==> config.mk <==
export PLATFORM = sky130hd
export DESIGN_NAME = led_afterglow
export DESIGN_NICKNAME = d
export VERILOG_FILES = /design/src/rtl/led_afterglow_pkg.sv /design/src/rtl/led_afterglow_ch.sv /design/src/rtl/led_afterglow.sv
export SDC_FILE = /design/constraint.sdc
export NUM_CORES = 1
export LEC_CHECK = 0
export BUFFER_PORTS_ARGS = -buffer_cell sky130_fd_sc_hd__buf_2
export CAP_MARGIN = 20
export CORE_MARGIN = 2
export CORE_UTILIZATION = 55
export CTS_BUF_LIST = sky130_fd_sc_hd__clkbuf_16
export DETAILED_ROUTE_END_ITERATION = 16
export PLACE_DENSITY_LB_ADDON = 0.1
export SLEW_MARGIN = 15
export SYNTH_ARGS = -nofsm -noshare
export SYNTH_HDL_FRONTEND = slang
export SYNTH_SLANG_ARGS = --single-unit
==> constraint.sdc <==
create_clock -name clk -period 2.4 [get_ports clk]
set_clock_uncertainty 0.2 [all_clocks]
set_input_delay 0.48 -clock clk [delete_from_list [all_inputs] [get_ports clk]]
set_output_delay 0.48 -clock clk [all_outputs]
set_load 0.02 [all_outputs]
==> src/rtl/led_afterglow_pkg.sv <==
// Shared definitions for the LED afterglow output stage: default brightness
// width, full-scale brightness helper and the saturating decay subtraction.
package led_pkg;

    localparam int BW_DEFAULT = 8;

    function automatic int unsigned bmax(input int unsigned bw);
        return (32'd1 << bw) - 32'd1;
    endfunction

    // Clamps at zero so a fading LED never wraps back to bright.
    function automatic int unsigned sat_sub(input int unsigned a, input int unsigned b);
        return (a > b) ? (a - b) : 32'd0;
    endfunction

endpackage

==> src/rtl/led_afterglow_ch.sv <==
// One afterglow channel: brightness register with load/decay update and a
// registered PWM comparator against the shared period counter.
module led_afterglow_ch
    import led_pkg::*;
#(
    parameter int BW         = BW_DEFAULT,
    parameter int DECAY_STEP = 8
) (
    input  logic          clk,
    input  logic          rst_n,
    input  logic          led_in,
    input  logic          tick,
    input  logic [BW-1:0] pwm_cnt,
    output logic          led_out
);

    localparam logic [BW-1:0] BMAX = BW'(bmax(BW));

    logic [BW-1:0] bright_q, bright_d;
    logic          led_out_q, led_out_d;

    // A live input always wins over a coincident decay tick.
    always_comb begin
        bright_d  = bright_q;
        led_out_d = (bright_q > pwm_cnt);
        if (led_in) begin
            bright_d = BMAX;
        end else if (tick) begin
            bright_d = BW'(sat_sub(32'(bright_q), DECAY_STEP));
        end
    end

    always_ff @(posedge clk or negedge rst_n) begin
        if (!rst_n) begin
            bright_q  <= '0;
            led_out_q <= 1'b0;
        end else begin
            bright_q  <= bright_d;
            led_out_q <= led_out_d;
        end
    end

    assign led_out = led_out_q;

endmodule

==> src/rtl/led_afterglow.sv <==
// Afterglow PWM output stage: shared PWM period counter and decay prescaler,
// with one brightness channel per LED.
module led_afterglow
    import led_pkg::*;
#(
    parameter int N          = 16,
    parameter int BW         = BW_DEFAULT,
    parameter int DECAY_DIV  = 50000,
    parameter int DECAY_STEP = 8
) (
    input  logic         clk,
    input  logic         rst_n,
    input  logic [N-1:0] led_in,
    output logic [N-1:0] led_out,
    output logic         pwm_wrap
);

    localparam logic [BW-1:0] BMAX  = BW'(bmax(BW));
    // A divider of 1 still needs a one-bit counter; it simply never leaves 0.
    localparam int            PRE_W = (DECAY_DIV > 1) ? $clog2(DECAY_DIV) : 1;
    localparam logic [PRE_W-1:0] PRE_LAST = PRE_W'(DECAY_DIV - 1);

    logic [BW-1:0]    pwm_cnt_q, pwm_cnt_d;
    logic [PRE_W-1:0] pre_cnt_q, pre_cnt_d;
    logic             tick;

    assign tick     = (pre_cnt_q == PRE_LAST);
    assign pwm_wrap = (pwm_cnt_q == BMAX - BW'(1));

    always_comb begin
        pwm_cnt_d = pwm_wrap ? '0 : pwm_cnt_q + BW'(1);
        pre_cnt_d = tick ? '0 : pre_cnt_q + PRE_W'(1);
    end

    always_ff @(posedge clk or negedge rst_n) begin
        if (!rst_n) begin
            pwm_cnt_q <= '0;
            pre_cnt_q <= '0;
        end else begin
            pwm_cnt_q <= pwm_cnt_d;
            pre_cnt_q <= pre_cnt_d;
        end
    end

    for (genvar i = 0; i < N; i++) begin : g_ch
        led_afterglow_ch #(
            .BW        (BW),
            .DECAY_STEP(DECAY_STEP)
        ) u_ch (
            .clk    (clk),
            .rst_n  (rst_n),
            .led_in (led_in[i]),
            .tick   (tick),
            .pwm_cnt(pwm_cnt_q),
            .led_out(led_out[i])
        );
    end

endmodule
=== Yosys cells after proc, flatten, opt, wreduce, memory -nomap -nowiden ===
Index checks and enable logic that the tools add are counted.

* Register bits after elaboration: 168

* Add/sub/neg operators: 18
* Order comparisons: 32
* Equality and inequality tests: 2
* Muxes and demuxes: 50
* Reduce and logical (&&, ||, !) cells: 16

{| class="wikitable"
|+ Operators by type and width
! kind !! count
|-
| $mux W8 || 49
|-
| $gt A8 B4 Y1 const B || 16
|-
| $gt A8 B8 Y1 || 16
|-
| $sub A8 B4 Y8 const B || 16
|-
| $reduce_bool A2 Y1 || 16
|-
| $add A16 B1 Y16 const B || 1
|-
| $eq A16 B16 Y1 const B || 1
|-
| $mux W16 || 1
|-
| $add A8 B1 Y8 const B || 1
|-
| $eq A8 B8 Y1 const B || 1
|}

=== Longest topological paths before layout ===
Gate-level depths: netlist (run 1).

* Word-level depth: 4
* Gate-level depth with buffers: 7
* Mapped depth without buffers: 6

=== Cells and area by module ===
From an unflattened synthesis (run 1), not the netlist that was laid out.

* Cells, all modules: 1,015
* Area, all modules: 9,665.5 um^2

{| class="wikitable"
|+ Modules (own cells, without submodules)
! module !! times used !! cells an instance !! area each (um^2)
|-
| led_afterglow_ch || 16 || 57 || 534.3
|-
| led_afterglow || 1 || 103 || 1,117.3
|}

=== Worst setup path after synthesis (run 1) ===
OpenSTA, ideal clock, no wires.

* Path kind: flip-flop to flip-flop
* From: register pre_cnt_q[12]
* To: register g_ch[0].u_ch.bright_q[6]
* Arrival: 1.814 ns
* Path slack: 0.260 ns
* Cell stages (with the launch flop): 6
* Period minus slack after synthesis: 2.140 ns
* Path through: dfrtp_1 > or4_4 > nor4_4 > buf_6 > a21boi_2 > a311o_1

* Word-level cells in the longest chain between the ends: 2

{| class="wikitable"
|+ Ends and longest elaborated chain
! item !! line !! source
|-
| from (decl) || led_afterglow.sv:24 || <nowiki>logic [PRE_W-1:0] pre_cnt_q, pre_cnt_d;</nowiki>
|-
| from (signal assigned) || led_afterglow.sv:41 || <nowiki>pre_cnt_q <= pre_cnt_d;</nowiki>
|-
| $eq A16 B16 Y1 || led_afterglow.sv:27 || <nowiki>assign tick = (pre_cnt_q == PRE_LAST);</nowiki>
|-
| $reduce_bool A2 Y1 (no source line) || -- ||
|-
| to (signal assigned) || led_afterglow_ch.sv:38 || <nowiki>bright_q <= bright_d;</nowiki>
|-
| to (decl) || led_afterglow_ch.sv:19 || <nowiki>logic [BW-1:0] bright_q, bright_d;</nowiki>
|}

Every way passes these cells.
A chain may end at the register's enable or synchronous reset.

=== Worst setup path after layout (run 1) ===
* From: register pwm_cnt_q[2]
* To: output port pwm_wrap

* Word-level cells in the longest chain between the ends: 1

{| class="wikitable"
|+ Ends and longest elaborated chain
! item !! line !! source
|-
| from (decl) || led_afterglow.sv:23 || <nowiki>logic [BW-1:0] pwm_cnt_q, pwm_cnt_d;</nowiki>
|-
| from (signal assigned) || led_afterglow.sv:40 || <nowiki>pwm_cnt_q <= pwm_cnt_d;</nowiki>
|-
| $eq A8 B8 Y1 || led_afterglow.sv:28 || <nowiki>assign pwm_wrap = (pwm_cnt_q == BMAX - BW'(1));</nowiki>
|-
| to (decl) || led_afterglow.sv:15 || <nowiki>output logic pwm_wrap</nowiki>
|}

Every way passes these cells.

==> results.py, run 1 <==
metrics = {
    "synth": {
        "syn-num-nets": 1124,
        "synth_enable_flop_cells": 0,
        "portion_of_netlist_area_occupied_by_mux_cells_pct": 1.38,
        "arithmetic_cell_share_of_the_synthesized_area_counting_full_adders_half_adders_and_majority_gates_pct": 19.5,
        "async_flop_share_pct": 100,
        "synth.distinct_cells": 55,
        "syn_avg_cell_area_um2": 9.83,
        "synth_xor_xnor_area_share_pct": 1.67,
        "cell_with_the_most_instances_after_synthesis": "ha_1",
        "synthCells": 959,
        "synth_common_cells": "147 x ha_1, 136 x dfrtp_1, 83 x a21oi_1",
        "synth_top_area_share_pct": 36.1,
        "yosysWarnings": 0,
        "synth_area_leader_cell": "dfrtp_1",
        "post_synth_design_cell_area_mm2": 0.00942,
        "ys.flop_type": "dfrtp_1",
        "synth_top_family_by_area": "compound AO/OA/AOI/OAI gates",
        "synth-seq-area-share_pct": 36.1,
        "total_of_flip_flops_plus_latches_after_synthesis": 136,
        "synthSimpleGateAreaFrac_pct": 15.8,
        "synth.area.top_cells": "dfrtp_1 36%, ha_1 20%, a21oi_1 4.4%, a211o_1 2.9%, inv_1 2.7%",
        "synth-compound-area-share_pct": 20.5,
    },
    "drt": {
        "routed_via_density": 6.03,
        "route.vias.total": 7533,
        "wire_per_inst_um": 17.0,
        "detail_route.first_pass.iterations": 9,
        "drc_violation_total_after_the_first_tritonroute_iteration": 390,
        "drc_errors": 0,
        "route.final.wire_length_um": 21200,
        "routed_antenna_nets": 0,
    },
    "global_routing": {
        "grt-ovfl-total": 0,
        "grt_max_degree": 53,
        "first_global_vias": 7123,
        "globalRouteTotalUtil_pct": 24.4,
        "grt_antenna_before_repair": 0,
        "global_route_wire_length_before_repair_um": 35600,
    },
    "sta": {
        "report.final.slew_viol_count": 0,
        "timing.final.crit_share_pct": 94.6,
        "hold_violation_total_from_the_final_report": 0,
        "slew_headroom_pct": 65.8,
        "rsz0062_at_grt": "false",
        "fmaxAchievable_mhz": 440,
        "final.setup.tns_ns": 0,
        "timing.final.setup_violations": 0,
        "worstMarginPinSlew_ns": 0.513,
        "min_cycle_time_layout_ns": 2.27,
    },
    "die": {
        "die_height_um": 135,
        "initial_utilization_pct": 56.6,
        "die-width_um": 135,
        "io_pins": 35,
        "rows": 47,
        "core_mm2": 0.0166,
        "design.die.area_mm2": 0.0182,
    },
    "finish": {
        "syn2layout_area_growth_pct": 12.8,
        "antennaDiodeCount": 0,
        "post-route-util_pct": 63.9,
        "drive_gt1_share_pct": 13.9,
        "num-nets-final": 1183,
    },
    "worst_setup_path": {
        "path_cells": "and4_1, nand2_1, nor2_4, buf_2",
        "r2r_setup_slack_ns": 0.13,
        "critical_setup_path_class": "reg -> out",
        "crit_path_capture_type": "output pin",
        "cp.arrival_ns": 1.59,
        "ff2ff_path_depth": 5,
        "crit_slowest_cell": "dfrtp_1",
        "worstPathMaxFanout": 5,
        "r2r_endpoint": "g_ch[13].u_ch.bright_q[7]$_DFFE_PN0P_",
        "critical-path-max-stage-delay_ns": 0.41,
        "launch_instance_of_the_worst_register_to_register_path": "pre_cnt_q[10]$_DFF_PN0_",
        "setup.worst_path.start_class": "register",
        "worst-endpoint-required_ns": 1.72,
    },
    "worst_hold_path": {
        "hold_class": "in -> reg",
        "min_from": "led_in[4]",
        "min_path_cells": 2,
        "hold_path_end": "g_ch[4].u_ch.bright_q[3]$_DFFE_PN0P_",
    },
    "clock_tree": {
        "cts.clk_slew.worst_paths_ns": 0.06,
        "numCtsBuffers": 17,
        "cell_at_the_root_of_the_clock_tree": "clkbuf_16",
        "insertion_delay_ns": 0.42,
        "post_cts.repair.setup_buffers": 0,
        "clock_tree.htree_level_count": 4,
        "tritoncts_num_sinks": 136,
        "max-clock-path-buffers": 2,
        "tritoncts_clock_tree": "yes",
    },
    "pwr": {
        "power.leakage_nw": 4.40,
        "power_density_mw_per_mm2": 463,
        "ir_worst_vdd_v": 0.000509,
    },
    "place": {
        "dp_hpwl_um": 14700,
        "port_buffers": 34,
        "globalplace.congestion": 0.819,
    },
    "status": {
        "run_status": "finished, final reports clean",
    },
    "run": {
        "maxCapViolations": 0,
    },
}
## cell type report
class	count	area, µm²
Timing Repair Buffer	75	587
Fill cell	1399	6020
Inverter	67	251
Clock buffer	17	425
Tap cell	220	275
Multi-Input combinational cell	721	5550
Sequential cell	136	3400
Clock inverter	14	135
## report_power, final
part | internal (mW) | total (mW) | leakage, nW | switching (mW)
logic | 0.0310 | 0.109 | 2.84 | 0.0783
clock network | 1.51 | 2.52 | 0.270 | 1.01
registers | 2.29 | 2.29 | 1.29 | 0.00000000000000510
total | 3.83 | 4.92 | 4.40 | 1.09
## timing repair
action                                  4_1_cts  5_1_grt
pin swaps                                     0        0
endpoints found under the setup margin        1        1
gates resized for setup                       1        1
hold buffers                                  1        0
hold endpoints to repair                     49        0
## state kept, by name (all words and copies together), names as in the netlist
signal	flops
pwm_cnt_q	8
pre_cnt_q	16
g_ch.u_ch.led_out	16
g_ch.u_ch.bright_q	96
## metrics by stage
stage	hold WS (ns)	setup slack [ns]	total power [mW]	cells	cell area [µm²]
final	0.127	0.129	4.92	1250	10600
after global routing	0.120	0.0225	5.08	1250	10600
after CTS	0.105	0.0390	4.98	1250	10600
after detailed placement	0.258	0.143	2.45	1218	10000
after global placement	0.243	0.139	2.45	1218	10000
after floorplan	-0.0156	0.260	2.35	959	9420
## layout by cell type (no fill, tap or decap), types with 14 or more instances in the layout
cell	n
o21a_1	16
a211oi_1	15
nor3_1	44
inv_1	68
a211o_1	31
nand2_1	35
buf_4	32
buf_2	33
or4_1	18
ha_1	147
nor2_1	66
nor3b_1	14
clkbuf_16	17
o21ai_0	30
a21oi_1	83
dfrtp_1	136
nand4_1	31
a311o_1	25
or2_2	16
## worst max-delay path, delay by kind of cell, from the launching register on
| family | cells | cell delay, ns |
|---|---|---|
| buf+inv | 1 | 0.19 |
| flops | 1 | 0.41 |
| simple gates | 3 | 0.57 |
## layer usage
| metal | vias up | share of wire, % | GRT usage [%] | wire (µm) |
|---|---|---|---|---|
| met5 | - | 0 | 0 | 0 |
| met1 | 3660 | 48 | 34.1 | 10200 |
| li1 | 3739 | - | - | - |
| met2 | 124 | 48 | 39.8 | 10200 |
| met3 | 10 | 3.5 | 4.77 | 745 |
| met4 | 0 | 0.61 | 4.68 | 129 |
## worst max path at each step
stage,startpoint,to,slack (ns),cells after the start
finish,pwm_cnt_q[2]$_DFF_PN0_,pwm_wrap,0.13,4
global route,pwm_cnt_q[2]$_DFF_PN0_,pwm_wrap,0.02,4
CTS,pwm_cnt_q[2]$_DFF_PN0_,pwm_wrap,0.04,4
detailed placement,pre_cnt_q[10]$_DFF_PN0_,g_ch[13].u_ch.bright_q[7]$_DFFE_PN0P_,0.14,5
global placement,pre_cnt_q[10]$_DFF_PN0_,g_ch[13].u_ch.bright_q[7]$_DFFE_PN0P_,0.14,5
floorplan,pre_cnt_q[12]$_DFF_PN0_,g_ch[0].u_ch.bright_q[6]$_DFFE_PN0P_,0.26,5
## kinds of logic after synthesis
family | after synthesis
and+or+nand+nor | 273
AOI/OAI and AO/OA | 270
adders and majority gates | 147
DFF | 136
buffers and inverters | 102
xor gates and xnor gates | 18
muxes | 13
(Power assumes the default switching activity.)
==> run 2, diff against run 1 <==
--- a/config.mk
+++ b/config.mk
@@ -15,4 +15,5 @@
 export SLEW_MARGIN = 15
 export SYNTH_ARGS = -nofsm -noshare
 export SYNTH_HDL_FRONTEND = slang
+export SYNTH_HIERARCHICAL = 1
 export SYNTH_SLANG_ARGS = --single-unit
==> run 2 against run 1 <==
Compared with the run above: the run now ends with negative setup slack left; fmax fell by 7.4%; total power grew 2.9%; non-clock buffer count is 22 higher; sequential power barely moved; via count up 2.7%; worst setup slack worse by 0.18 ns; largest cell class unchanged; largest power group unchanged.
==> results.py, run 2 <==
metrics = {
    "status": {
        "run_status": "complete, but fails checks",
        "failing_checks": "negative setup slack",
    },
    "worst_setup_path": {
        "path_cells": "or4b_4, nor4_4, buf_6, buf_16, nor2b_4, nand3_2, nor3b_2, a211o_1",
        "cp.arrival_ns": 2.61,
        "ff2ff_path_depth": 8,
        "worstPathMaxFanout": 8,
        "crit_start": "pre_cnt_q[7]$_DFF_PN0_",
        "crit_path_capture_type": "register",
        "r2r_endpoint": "g_ch[9].u_ch/bright_q[6]$_DFFE_PN0P_",
        "critical_path.endpoint": "g_ch[9].u_ch/bright_q[6]$_DFFE_PN0P_",
        "launch_instance_of_the_worst_register_to_register_path": "pre_cnt_q[7]$_DFF_PN0_",
        "worst-endpoint-required_ns": 2.56,
        "critical-path-max-stage-delay_ns": 0.55,
        "critical_setup_path_class": "reg -> reg",
        "r2r_setup_slack_ns": -0.05,
        "setup.worst_path.start_class": "register",
        "crit_slowest_cell": "or4b_4",
    },
    "run": {
        "maxCapViolations": 0,
    },
    "drt": {
        "drc_violation_total_after_the_first_tritonroute_iteration": 349,
        "route.vias.total": 7737,
        "wire_per_inst_um": 15.8,
        "detail_route.first_pass.iterations": 5,
        "routed_via_density": 5.65,
        "routed_antenna_nets": 0,
        "route.final.wire_length_um": 21700,
        "drc_errors": 0,
    },
    "pwr": {
        "power_density_mw_per_mm2": 429,
        "ir_worst_vdd_v": 0.000489,
        "power.leakage_nw": 5.18,
    },
    "place": {
        "dp_hpwl_um": 14300,
        "place.detailed.instances": 1318,
        "globalplace.congestion": 0.824,
        "port_buffers": 34,
        "post-place-ws_ns": -0.148,
    },
    "clock_tree": {
        "cell_at_the_root_of_the_clock_tree": "clkbuf_16",
        "tritoncts_clock_tree": "yes",
        "numCtsBuffers": 17,
        "insertion_delay_ns": 0.43,
        "tritoncts_num_sinks": 136,
        "max-clock-path-buffers": 2,
        "clock_tree.htree_level_count": 4,
        "cts.clk_slew.worst_paths_ns": 0.06,
    },
    "global_routing": {
        "grt_max_degree": 44,
        "grt_antenna_before_repair": 0,
        "first_global_vias": 7632,
        "grt-ovfl-total": 0,
        "globalRouteTotalUtil_pct": 25.0,
        "global_route_wire_length_before_repair_um": 36500,
    },
    "sta": {
        "fmaxAchievable_mhz": 408,
        "hold_violation_total_from_the_final_report": 0,
        "timing.final.setup_violations": 22,
        "min_cycle_time_layout_ns": 2.45,
        "rsz0062_at_grt": "true",
        "timing.final.crit_share_pct": 102,
        "report.final.slew_viol_count": 0,
        "worstMarginPinSlew_ns": 0.427,
        "holdWs_ns": 0.131,
        "slew_headroom_pct": 71.6,
        "post-route-worst-setup-slack_ns": -0.0519,
    },
    "synth": {
        "ys.flop_type": "dfrtp_1",
        "yosysWarnings": 6,
        "synth.area.top_cells": "dfrtp_1 35%, ha_1 19%, inv_1 6.9%, a21oi_1 4.3%, o21ai_0 3.5%",
        "synth_enable_flop_cells": 0,
        "syn-num-nets": 1180,
        "syn_avg_cell_area_um2": 9.52,
        "synthCells": 1015,
        "synth_common_cells": "177 x inv_1, 147 x ha_1, 136 x dfrtp_1",
        "synth_area_leader_cell": "dfrtp_1",
        "total_of_flip_flops_plus_latches_after_synthesis": 136,
        "cell_with_the_most_instances_after_synthesis": "inv_1",
        "synth-seq-area-share_pct": 35.2,
        "post_synth_design_cell_area_mm2": 0.00967,
        "synth_top_area_share_pct": 35.2,
        "synth.distinct_cells": 34,
        "async_flop_share_pct": 100,
    },
    "finish": {
        "fillers": 1326,
        "num-nets-final": 1296,
        "largest_register": "g_ch.u_ch/bright_q",
        "post-route-util_pct": 68.5,
        "fin_cells": 1369,
        "antennaDiodeCount": 0,
        "layout_common_cells": "175 x inv_1, 147 x ha_1, 135 x dfrtp_1",
        "drive_gt1_share_pct": 21.3,
        "syn2layout_area_growth_pct": 22.2,
        "largest_reg_flops": 96,
        "layout_commonest_cell": "inv_1",
    },
    "die": {
        "die_height_um": 137,
        "rows": 48,
        "initial_utilization_pct": 56.1,
        "core_mm2": 0.0172,
        "die-width_um": 137,
        "io_pins": 35,
        "design.die.area_mm2": 0.0187,
    },
    "worst_hold_path": {
        "hold_class": "in -> reg",
    },
}
[run 2: worst max-delay path, delay by kind of cell, from the launching register on]
family	cells	cell delay, ns
buffers and inverters	2	0.38
AO/OA/AOI/OAI	1	0.15
AND/OR/NAND/NOR	5	1.30
flip-flops	1	0.38
[run 2: metrics by stage]
stage,TNS [ns],power (mW),area (µm²)
final,-0.453,5.06,11800
after detailed placement,-2.57,2.43,10500
after global placement,-0.824,2.43,10500
after global routing,-5.23,5.25,11800
after floorplan,-68.39,2.34,9670
after CTS,-0.254,5.13,11600
[run 2: per-layer routing]
layer	vias up	share of wire (%)	global-route usage, %
met1	3733	46	32.7
met3	17	3.4	4.93
met2	105	50	42.1
met4	0	1.2	7.12
li1	3882	-	-
met5	-	0	0
[run 2: worst min-delay path by stage]
stage / start / endpoint / slack, ns / cells past startpoint
2_1_floorplan: rst_n / g_ch[0].u_ch/bright_q[1]$_DFFE_PN0P_ / -0.02 / 0
3_3_place_gp: rst_n / g_ch[2].u_ch/bright_q[3]$_DFFE_PN0P_ / 0.24 / 1
3_5_place_dp: rst_n / g_ch[2].u_ch/bright_q[5]$_DFFE_PN0P_ / 0.24 / 1
4_1_cts: led_in[10] / g_ch[10].u_ch/bright_q[1]$_DFFE_PN0P_ / 0.11 / 2
5_1_grt: led_in[8] / g_ch[8].u_ch/bright_q[1]$_DFFE_PN0P_ / 0.12 / 2
6_report: led_in[9] / g_ch[9].u_ch/bright_q[1]$_DFFE_PN0P_ / 0.13 / 2
[run 2: report_power, final]
part	leakage (nW)	internal [mW]	switching, mW
combinational	3.59	0.0219	0.0758
clock	0.304	1.70	0.968
sequential	1.28	2.29	0.00000000000000218
total	5.18	4.02	1.04
[run 2: final cells by class]
type                    count  area (µm²)  area share [%]
clock buffers              17         425            3.60
clock inverters            15         169            1.43
inverters                 177         672            5.69
multi-input cells         702        6040            51.1
flip-flops and latches    136        3400            28.8
well taps                 225         282            2.38
repair buffers             97         825            6.98
[run 2: cells by family (layout without fill, tap and decap cells)]
family / Yosys count / after routing / synth area share [%]
mux: 17 / 17 / 1.76
fa+ha+maj: 147 / 147 / 19.0
buf+inv: 177 / 306 / 6.87
flops: 136 / 136 / 35.2
compound gates: 280 / 280 / 18.7
simple gates: 243 / 243 / 17.1
xor+xnor: 15 / 15 / 1.36
[run 2: timing repair]
action / in CTS / in global routing
endpoints found under the setup margin: 32 / 90
gates cloned: 4 / 0
hold endpoints to repair: 39 / 0
hold buffers: 1 / 0
resized for setup: 66 / 72
buffers inserted: 11 / 4
pin swaps: 30 / 35
